### config.mk
export PLATFORM = sky130hd
export DESIGN_NAME = cache_mem_arbiter
export DESIGN_NICKNAME = d
export VERILOG_FILES = /design/src/rtl/cache_mem_arbiter.sv
export SDC_FILE = /design/constraint.sdc
export NUM_CORES = 1
export LEC_CHECK = 0
export ABC_AREA = 1
export BUFFER_PORTS_ARGS = -buffer_cell sky130_fd_sc_hd__buf_2
export CORE_AREA = 2 2 247 249
export CTS_CLUSTER_SIZE = 16
export DETAILED_ROUTE_END_ITERATION = 8
export DIE_AREA = 0 0 249 251
export PLACE_DENSITY_LB_ADDON = 0.12
export REMOVE_ABC_BUFFERS = 1
export SLEW_MARGIN = 5
export SYNTH_ARGS = -nofsm -noshare
export SYNTH_HDL_FRONTEND = slang
export SYNTH_SLANG_ARGS = --single-unit
### constraint.sdc
create_clock -name aclk -period 12.4 [get_ports aclk]
set_input_delay 1.24 -clock aclk [delete_from_list [all_inputs] [get_ports aclk]]
set_output_delay 1.24 -clock aclk [all_outputs]
set_load 0.02 [all_outputs]
### src/rtl/cache_mem_arbiter.sv
// Serialises icache/dcache line refills and dcache writebacks onto a single burst port.
// Define ARB_RR_EN to alternate between icache and dcache reads; otherwise dcache reads win.
module cache_mem_arbiter #(
  parameter int LINE_WORDS = 8
) (
  input  logic                    aclk,
  input  logic                    aresetn,
  input  logic                    i_req,
  input  logic [31:0]             i_addr,
  output logic                    i_ack,
  output logic                    i_rvalid,
  output logic                    i_rlast,
  output logic [31:0]             i_rdata,
  input  logic                    d_rreq,
  input  logic [31:0]             d_raddr,
  output logic                    d_rack,
  output logic                    d_rvalid,
  output logic                    d_rlast,
  output logic [31:0]             d_rdata,
  input  logic                    d_wreq,
  input  logic [31:0]             d_waddr,
  input  logic [32*LINE_WORDS-1:0] d_wline,
  output logic                    d_wack,
  output logic                    read_en,
  output logic [31:0]             read_addr,
  output logic [31:0]             read_length,
  input  logic                    rd_accept,
  input  logic                    beat_valid,
  input  logic                    beat_last,
  input  logic [31:0]             beat_data,
  output logic                    write_en,
  output logic [31:0]             write_addr,
  output logic [31:0]             write_length,
  input  logic                    wr_accept,
  input  logic                    wbeat_ready,
  output logic [31:0]             wbeat_data,
  output logic                    wbeat_last,
  input  logic                    wr_done,
  output logic                    err,
  output logic [2:0]              dbg_state
);

  localparam int                  OFF_BITS  = $clog2(LINE_WORDS * 4);
  localparam int                  CNT_BITS  = $clog2(LINE_WORDS);
  localparam logic [CNT_BITS-1:0] LAST_BEAT = CNT_BITS'(LINE_WORDS - 1);
  localparam logic [31:0]         LINE_MASK = ~((32'd1 << OFF_BITS) - 32'd1);
  localparam logic [31:0]         BURST_LEN = 32'(LINE_WORDS);

  typedef enum logic [2:0] {
    IDLE    = 3'd0,
    RD_REQ  = 3'd1,
    RD_DATA = 3'd2,
    WR_REQ  = 3'd3,
    WR_DATA = 3'd4,
    WR_RESP = 3'd5
  } state_t;

  state_t              state;
  logic                owner_d;
  logic [CNT_BITS-1:0] beat_cnt;
  logic [31:0]         line_buf [LINE_WORDS];
  logic                grant_w;
  logic                grant_d;
  logic                grant_i;
  logic                rd_fwd;
`ifdef ARB_RR_EN
  logic                last_d;
`endif

  // Grant candidates; only acted on in IDLE. Writebacks always go first.
  always_comb begin
    grant_w = d_wreq;
    grant_d = 1'b0;
    grant_i = 1'b0;
    if (!d_wreq) begin
`ifdef ARB_RR_EN
      if (d_rreq && i_req) begin
        grant_d = !last_d;
        grant_i = last_d;
      end else begin
        grant_d = d_rreq;
        grant_i = i_req;
      end
`else
      grant_d = d_rreq;
      grant_i = i_req && !d_rreq;
`endif
    end
  end

  always_ff @(posedge aclk) begin
    if (aresetn) begin
      state        <= IDLE;
      owner_d      <= 1'b0;
      beat_cnt     <= '0;
      err          <= 1'b0;
      i_ack        <= 1'b0;
      d_rack       <= 1'b0;
      d_wack       <= 1'b0;
      read_en      <= 1'b0;
      write_en     <= 1'b0;
      read_addr    <= '0;
      write_addr   <= '0;
      read_length  <= '0;
      write_length <= '0;
`ifdef ARB_RR_EN
      last_d       <= 1'b0;
`endif
    end else begin
      i_ack  <= 1'b0;
      d_rack <= 1'b0;
      d_wack <= 1'b0;
      case (state)
        IDLE: begin
          beat_cnt <= '0;
          if (grant_w) begin
            write_addr   <= d_waddr & LINE_MASK;
            write_length <= BURST_LEN;
            write_en     <= 1'b1;
            d_wack       <= 1'b1;
            state        <= WR_REQ;
          end else if (grant_d || grant_i) begin
            read_addr   <= (grant_d ? d_raddr : i_addr) & LINE_MASK;
            read_length <= BURST_LEN;
            read_en     <= 1'b1;
            owner_d     <= grant_d;
            d_rack      <= grant_d;
            i_ack       <= grant_i;
            state       <= RD_REQ;
`ifdef ARB_RR_EN
            last_d      <= grant_d;
`endif
          end
        end
        RD_REQ: begin
          if (rd_accept) begin
            read_en <= 1'b0;
            state   <= RD_DATA;
          end
        end
        RD_DATA: begin
          if (beat_valid) begin
            beat_cnt <= beat_cnt + 1'b1;
            // A last flag on the wrong beat, or a missing one on the final beat, is a protocol error.
            if (beat_last != (beat_cnt == LAST_BEAT)) err <= 1'b1;
            if (beat_last) state <= IDLE;
          end
        end
        WR_REQ: begin
          if (wr_accept) begin
            write_en <= 1'b0;
            state    <= WR_DATA;
          end
        end
        WR_DATA: begin
          if (wbeat_ready) begin
            if (beat_cnt == LAST_BEAT) state <= WR_RESP;
            else beat_cnt <= beat_cnt + 1'b1;
          end
        end
        WR_RESP: begin
          if (wr_done) state <= IDLE;
        end
        default: state <= IDLE;
      endcase
    end
  end

  // Line buffer frees the dcache's writeback buffer at grant time.
  always_ff @(posedge aclk) begin
    if (state == IDLE && grant_w) begin
      for (int w = 0; w < LINE_WORDS; w++) line_buf[w] <= d_wline[w*32 +: 32];
    end
  end

  assign rd_fwd     = (state == RD_DATA) && beat_valid;
  assign i_rvalid   = rd_fwd && !owner_d;
  assign d_rvalid   = rd_fwd && owner_d;
  assign i_rlast    = i_rvalid && beat_last;
  assign d_rlast    = d_rvalid && beat_last;
  assign i_rdata    = i_rvalid ? beat_data : '0;
  assign d_rdata    = d_rvalid ? beat_data : '0;
  assign wbeat_data = (state == WR_DATA) ? line_buf[beat_cnt] : '0;
  assign wbeat_last = (state == WR_DATA) && (beat_cnt == LAST_BEAT);
  assign dbg_state  = state;

endmodule

==> impl_metrics.csv, run 1 <==
group,metric,value,unit
status,status,"finished clean",
final_layout,drive_gt1_frac,0.339,
route,vias,11400,
final_layout,n_fill_cell,6400,
logic_synthesis,synth-compound-area-share,0.117,
setup_path,end_kind,"output port",
logic_synthesis,async_flop_share,0,
setup_path,path_buf_inv,3,
placed_design,dp_hpwl,34300,um
power,pwr-share-comb,0.305,
power,cellPowerDensity,220,mW/mm^2
cts,numCtsBuffers,41,
setup_path,regToRegEndpoint,"line_buf[2][25]$_DFFE_PP_",
cts,cts_resized,0,
setup_path,rr_worst_depth,5,
flow_run,maxCapViolCount,0,
power,p_leak,7.91,nW
power,switchingPower,0.00152,W
cts,cts_tree,"built",
route,ant_nets,0,
timing,hold_viol,0,
timing,clock_skew,17.6,ps
setup_path,worstPathArrival,3390,ps
logic_synthesis,postSynthCellCount,1318,
placed_design,post-place-ws,8170,ps
cts,clockRootBuffer,"clkbuf_16",
floorplanning,placeableCoreArea,0.0598,sq mm
timing,setup_viol,0,
timing,max_freq,216,MHz
global_route,grt_max_degree,175,
setup_path,crit_type,"reg2out",
logic_synthesis,ys_warn_count,0,
floorplanning,initial_core_util,0.232,
logic_synthesis,synth-xor-area-share,0.000630,
setup_path,cp_max_fo,74,
hold_path,hold_class,"reg2reg",
setup_path,max_stage_delay,780,ps
power,power_frac_seq,0.412,
cts,clk_latency,570,ps
logic_synthesis,yosysTopAreaCell,"edfxtp_1",
power,pwr-share-clk,0.283,
hold_path,holdPathStages,1,
hold_path,worstHoldStart,"write_length[3]$_SDFFE_PP0P_",
placed_design,portBuffers,545,
setup_path,start_kind,"flop",
setup_path,r2r_slack,9660,ps
logic_synthesis,postSynthAreaPerCell,10.5,sq um
timing,grt_setup_unrepaired,"false",
setup_path,r2r-start,"dbg_state[2]$_SDFFE_PP0P_",
floorplanning,die-area,0.0625,sq mm
logic_synthesis,muxShareOfSynthArea,0,
global_route,antenna_found_initial,24,
timing,relSlewSlack,0.268,
timing,period_needed,4630,ps
route,routed_via_density,4.30,
power,vdd_ir_drop_max,152,uV
floorplanning,pin_count,633,
cts,post_cts.repair.setup_buffers,0,
final_layout,final_core_util,0.306,
timing,tightest_slew,1100,ps
logic_synthesis,netlist_top_cells_area,"edfxtp_1, dfxtp_1, nor2_1, o21ai_0, buf_4",
global_route,grt-ovfl-total,0,
setup_path,critPathRequiredTime,11160,ps
route,drc,0,
floorplanning,fp.dieH,251,um
setup_path,cp_top_family,"buffers and inverters",
cts,hold_buffers,0,
logic_synthesis,synth_area,0.0139,sq mm
setup_path,critPathSlowestCell,"buf_4",
placed_design,gp_congestion,0.873,
power,swShare,0.375,
setup_path,path_depth,7,
timing,finalCritPeriodShare,0.373,
logic_synthesis,synth_cell_types,34,
hold_path,hold-path-endpoint,"write_length[3]$_SDFFE_PP0P_",
logic_synthesis,synth_edf_count,256,
logic_synthesis,seq_area_frac_synth,0.657,
final_layout,nets,2229,
logic_synthesis,yosys.area_share.simple,0.139,
floorplanning,die_width,249,um
global_route,grt_pass1_vias,11200,
route,wl,50600,um
cts,ctsHtreeMaxLevel,2,
logic_synthesis,synth_top_area_share,0.553,
power,p_int,0.00252,W
logic_synthesis,synth_top_family_by_area,"simple AND/OR/NAND/NOR gates",
cts,cts.clk_slew.worst_paths,60,ps
timing,worst_slack,7770,ps
route,drtPass1Iterations,5,
final_layout,area_growth,31.7,%
global_route,grt_first_pass_wirelength,72900,um
route,post_drt_wl_per_cell,19.1,um
logic_synthesis,synthAdderAreaFrac,0.00180,
logic_synthesis,synth_ff_type,"edfxtp_1",
cts,clock_path_buffers,3,
route,drt_iter0_drc,518,
floorplanning,rows,90,
setup_path,path_cells,"inv_4 -> buf_4 -> o21ai_0 -> o211ai_1 -> nand2_1 -> nor2_1 -> buf_2",
timing,slew_violations,0,
logic_synthesis,ys_seq_elements,328,
global_route,track_usage,0.155,
cts,cts.sinks,328,
[metrics by stage]
step | instances | TNS (ps) | area [sq um] | total power, W | hold slack (ps)
after detailed placement | 2571 | 0 | 17000 | 0.00295 | 454
final | 2657 | 0 | 18300 | 0.00404 | 469
after floorplan | 1232 | -395330 | 13200 | 0.00254 | 496
after global routing | 2652 | 0 | 18300 | 0.00431 | 496
after global placement | 2571 | 0 | 17000 | 0.00295 | 444
after CTS | 2646 | 0 | 18300 | 0.00413 | 469
[cells in the mapped netlist, types with 2 or more instances]
library cell  number
buf_4             76
a31oi_1           28
o22ai_1           32
inv_2              3
inv_1             47
buf_8              6
nor2_4             4
nand3b_1           2
buf_1              2
nand2_2            3
o21ai_0          186
ha_1               2
clkbuf_1          47
o211ai_1          32
o21ai_1            4
a21oi_1            5
nand3_1           34
nor2_1           365
buf_2             24
edfxtp_1         256
inv_4              2
dfxtp_1           72
nand2_1           75
[how the worst max path moves through the flow]
stage                          endpoint  slack [ps]
2_1_floorplan  line_buf[0][0]$_DFFE_PP_       -1390
3_3_place_gp             wbeat_data[13]        8190
3_5_place_dp             wbeat_data[13]        8170
4_1_cts                  wbeat_data[13]        7560
5_1_grt                  wbeat_data[13]        7420
6_report                 wbeat_data[13]        7770
[sequential cells by signal, indices dropped and copies added (netlist names), 3 cells and up, named ones only]
signal      cells
beat_cnt        3
dbg_state       3
read_addr      27
line_buf      256
write_addr     27
[logic make-up (layout without fill, tap and decap cells)]
family / count (synthesis) / after routing
buf+inv: 209 / 684
other cells: 1 / 83
xor+xnor: 1 / 1
fa+ha+maj: 2 / 2
simple gates: 486 / 486
compound gates: 291 / 291
flops: 328 / 328
[routing by layer]
layer  wire [um]  GRT usage  vias up
met5         162          0        -
met4        1070     0.0450       26
met3        4300     0.0583       85
met2       24100      0.254      423
met1       21000      0.191     5434
li1            -          -     5459
[layout make-up]
| type | instances | area (sq um) | area share |
|---|---|---|---|
| clock buffer | 53 | 1080 | 0.0591 |
| antenna | 11 | 27.5 | 0.00150 |
| sequential | 328 | 9140 | 0.499 |
| timing repair buffer | 557 | 2830 | 0.155 |
| tap | 782 | 978 | 0.0535 |
| clock inverter | 22 | 181 | 0.00991 |
| multi-input combinational | 852 | 3860 | 0.211 |
| inverter | 52 | 203 | 0.0111 |
[power by group through the flow]
stage | Clock, W | Sequential, W | Combinational [W]
2_1_floorplan | 0 | 0.00186 | 0.000681
3_3_place_gp | 0 | 0.00169 | 0.00126
3_5_place_dp | 0 | 0.00169 | 0.00126
4_1_cts | 0.00119 | 0.00167 | 0.00126
5_1_grt | 0.00123 | 0.00170 | 0.00138
6_report | 0.00114 | 0.00166 | 0.00123
[cell usage in the layout (no fill, tap or decap), drive strengths merged]
cell,netlist,final
conb,1,72
a31o,1,1
clkbuf,48,53
o21bai,1,1
diode,0,11
nor4,1,1
o22ai,32,32
o211ai,32,32
nor2,369,369
dfxtp,72,72
o21a,1,1
a221oi,1,1
ha,2,2
a21oi,5,5
o21ai,190,190
bufinv,0,2
edfxtp,256,256
clkinv,0,14
nand3,34,34
nand3b,2,2
nor3,2,2
a31oi,28,28
inv,52,56
clkinvlp,0,2
xor2,1,1
buf,109,557
nand2,78,78
No activity file was read; power rests on OpenSTA's default activity.
==> run 2, diff against run 1 <==
==> constraint.sdc (replaced) <==
create_clock -name aclk -period 4.8 [get_ports aclk]
set_input_delay 0.48 -clock aclk [delete_from_list [all_inputs] [get_ports aclk]]
set_output_delay 0.48 -clock aclk [all_outputs]
set_load 0.02 [all_outputs]
==> run 2 against run 1 <==
Worst setup slack lost 6300 ps. Total power grew to 2.6 times the previous value. Global-route usage barely moved. Die area is the same. Clock power increased to 2.6 times the previous value. Core utilization increased by 0.061 points. Worst hold slack worse by 380 ps. Highest routed layer unchanged. Critical path depth down 1. Flip-flop and latch count unchanged. Count of clock-buffer cells in the layout increased by 7. Largest cell class unchanged. First-iteration DRC count rose by 31%.
==> impl_metrics.csv, run 2 (synthesis gave the netlist of run 1 again) <==
group,metric,value,unit
floorplanning,rows,90,
timing,relSlewSlack,0.273,
global_route,grt_pass1_vias,11300,
final_layout,area_growth,32.0,%
cts,cts.sinks,328,
placed_design,dp_hpwl,34800,um
placed_design,placed_cells,2573,
timing,clock_skew,22.1,ps
floorplanning,pin_count,633,
final_layout,final_common_cell,"buf_2",
cts,cts_tree,"built",
floorplanning,placeableCoreArea,0.0598,sq mm
timing,period_needed,3350,ps
setup_path,end_kind,"output port",
timing,holdWs,89.4,ps
final_layout,drive_gt1_frac,0.337,
setup_path,path_depth,6,
floorplanning,die_width,249,um
timing,finalCritPeriodShare,0.698,
setup_path,crit_type,"reg2out",
floorplanning,die-area,0.0625,sq mm
final_layout,top_register,"line_buf",
cts,clk_latency,560,ps
hold_path,holdPathStages,1,
cts,numCtsBuffers,41,
final_layout,nets,2231,
setup_path,path_cells,"buf_4 -> o21ai_0 -> o211ai_1 -> nand2_1 -> nor2_1 -> buf_2",
route,ant_nets,0,
cts,clock_path_buffers,3,
setup_path,worstPathArrival,2870,ps
setup_path,cp_max_fo,58,
route,vias,11500,
route,drc,0,
setup_path,critPathSlowestCell,"dfxtp_4",
timing,setup_viol,0,
flow_run,maxCapViolCount,0,
placed_design,gp_congestion,0.879,
timing,hold_viol,0,
global_route,grt.met1_usage,0.189,
timing,finalSetupTns,0,ps
setup_path,max_stage_delay,880,ps
route,post_drt_wl_per_cell,18.9,um
final_layout,fin_cells,2664,
cts,cts.clk_slew.worst_paths,60,ps
floorplanning,fp.dieH,251,um
floorplanning,initial_core_util,0.232,
route,routed_via_density,4.31,
timing,grt_setup_unrepaired,"false",
hold_path,hold_class,"in2reg",
timing,tightest_slew,1090,ps
final_layout,n_fill_cell,6376,
setup_path,path_buf_inv,2,
power,p_leak,7.92,nW
cts,hold_buffers,0,
cts,clockRootBuffer,"clkbuf_16",
timing,slew_violations,0,
global_route,grt_max_degree,153,
global_route,busiest_layer,"met2",
setup_path,start_kind,"flop",
global_route,met2_usage,0.255,
global_route,track_usage,0.155,
setup_path,critPathRequiredTime,4320,ps
setup_path,cp_top_family,"flip-flops",
final_layout,largest_reg_flops,256,
cts,cts_resized,0,
timing,max_freq,298,MHz
setup_path,rr_worst_depth,4,
cts,ctsHtreeMaxLevel,2,
status,status,"finished clean",
power,vdd_ir_drop_max,299,uV
route,drt_iter0_drc,681,
power,cellPowerDensity,568,mW/mm^2
global_route,grt_use_met3,0.0576,
final_layout,top_regs,"line_buf (256), read_addr (27), write_addr (27)",
cts,post_cts.repair.setup_buffers,0,
final_layout,final_cell_mix,"buf_2, nor2_1, edfxtp_1",
route,drtPass1Iterations,5,
route,wl,50400,um
global_route,grt-ovfl-total,0,
global_route,grt_first_pass_wirelength,72900,um
global_route,antenna_found_initial,26,
placed_design,portBuffers,545,
-- run 2: final timing paths --
| path | from | end | slack, ps |
|---|---|---|---|
| worst max register to register | dbg_state[2]$_SDFFE_PP0P_ | line_buf[3][0]$_DFFE_PP_ | 2420 |
| worst max-delay path | flop | wbeat_data[2] | 1450 |
| worst min-delay path | d_wline[197] | line_buf[6][5]$_DFFE_PP_ | 90 |
| worst min register to register | write_length[3]$_SDFFE_PP0P_ | write_length[3]$_SDFFE_PP0P_ | 470 |
-- run 2: report_power, final --
group	internal (W)	switching, W	total (W)
Sequential	0.00391	0.000408	0.00432
Combinational	0.000919	0.00227	0.00319
Clock	0.00168	0.00124	0.00292
Total	0.00651	0.00391	0.0104
-- run 2: final cells by class --
class | instances | area (sq um) | share of cell area
tap | 782 | 978 | 0.0533
sequential | 328 | 9140 | 0.498
antenna | 15 | 37.5 | 0.00205
clock buffer | 60 | 1120 | 0.0610
timing repair buffer | 559 | 2870 | 0.156
inverter | 52 | 203 | 0.0111
multi-input combinational | 852 | 3860 | 0.211
clock inverter | 16 | 130 | 0.00709
-- run 2: routing by layer --
metal	wire, um	share of wire
met3	4460	0.088
met2	23800	0.47
met1	20900	0.42
met4	998	0.020
met5	169	0.0034
-- run 2: stage by stage --
| stage | area, sq um | power (W) | worst slack (ps) | utilization |
|---|---|---|---|---|
| after floorplan | 13200 | 0.00605 | -8230 | - |
| after global placement | 17100 | 0.00764 | 1920 | 0.285 |
| after detailed placement | 17100 | 0.00766 | 1950 | 0.285 |
| after CTS | 18300 | 0.0107 | 1320 | 0.306 |
| after global routing | 18300 | 0.0111 | 1190 | 0.306 |
| final | 18300 | 0.0104 | 1450 | 0.307 |
-- run 2: worst register-to-register path: stages (launching register included) --
cell and delay, ps:
dfxtp_1 450, inv_1 200, nand2_2 140, nor2_4 410
buf_12 520
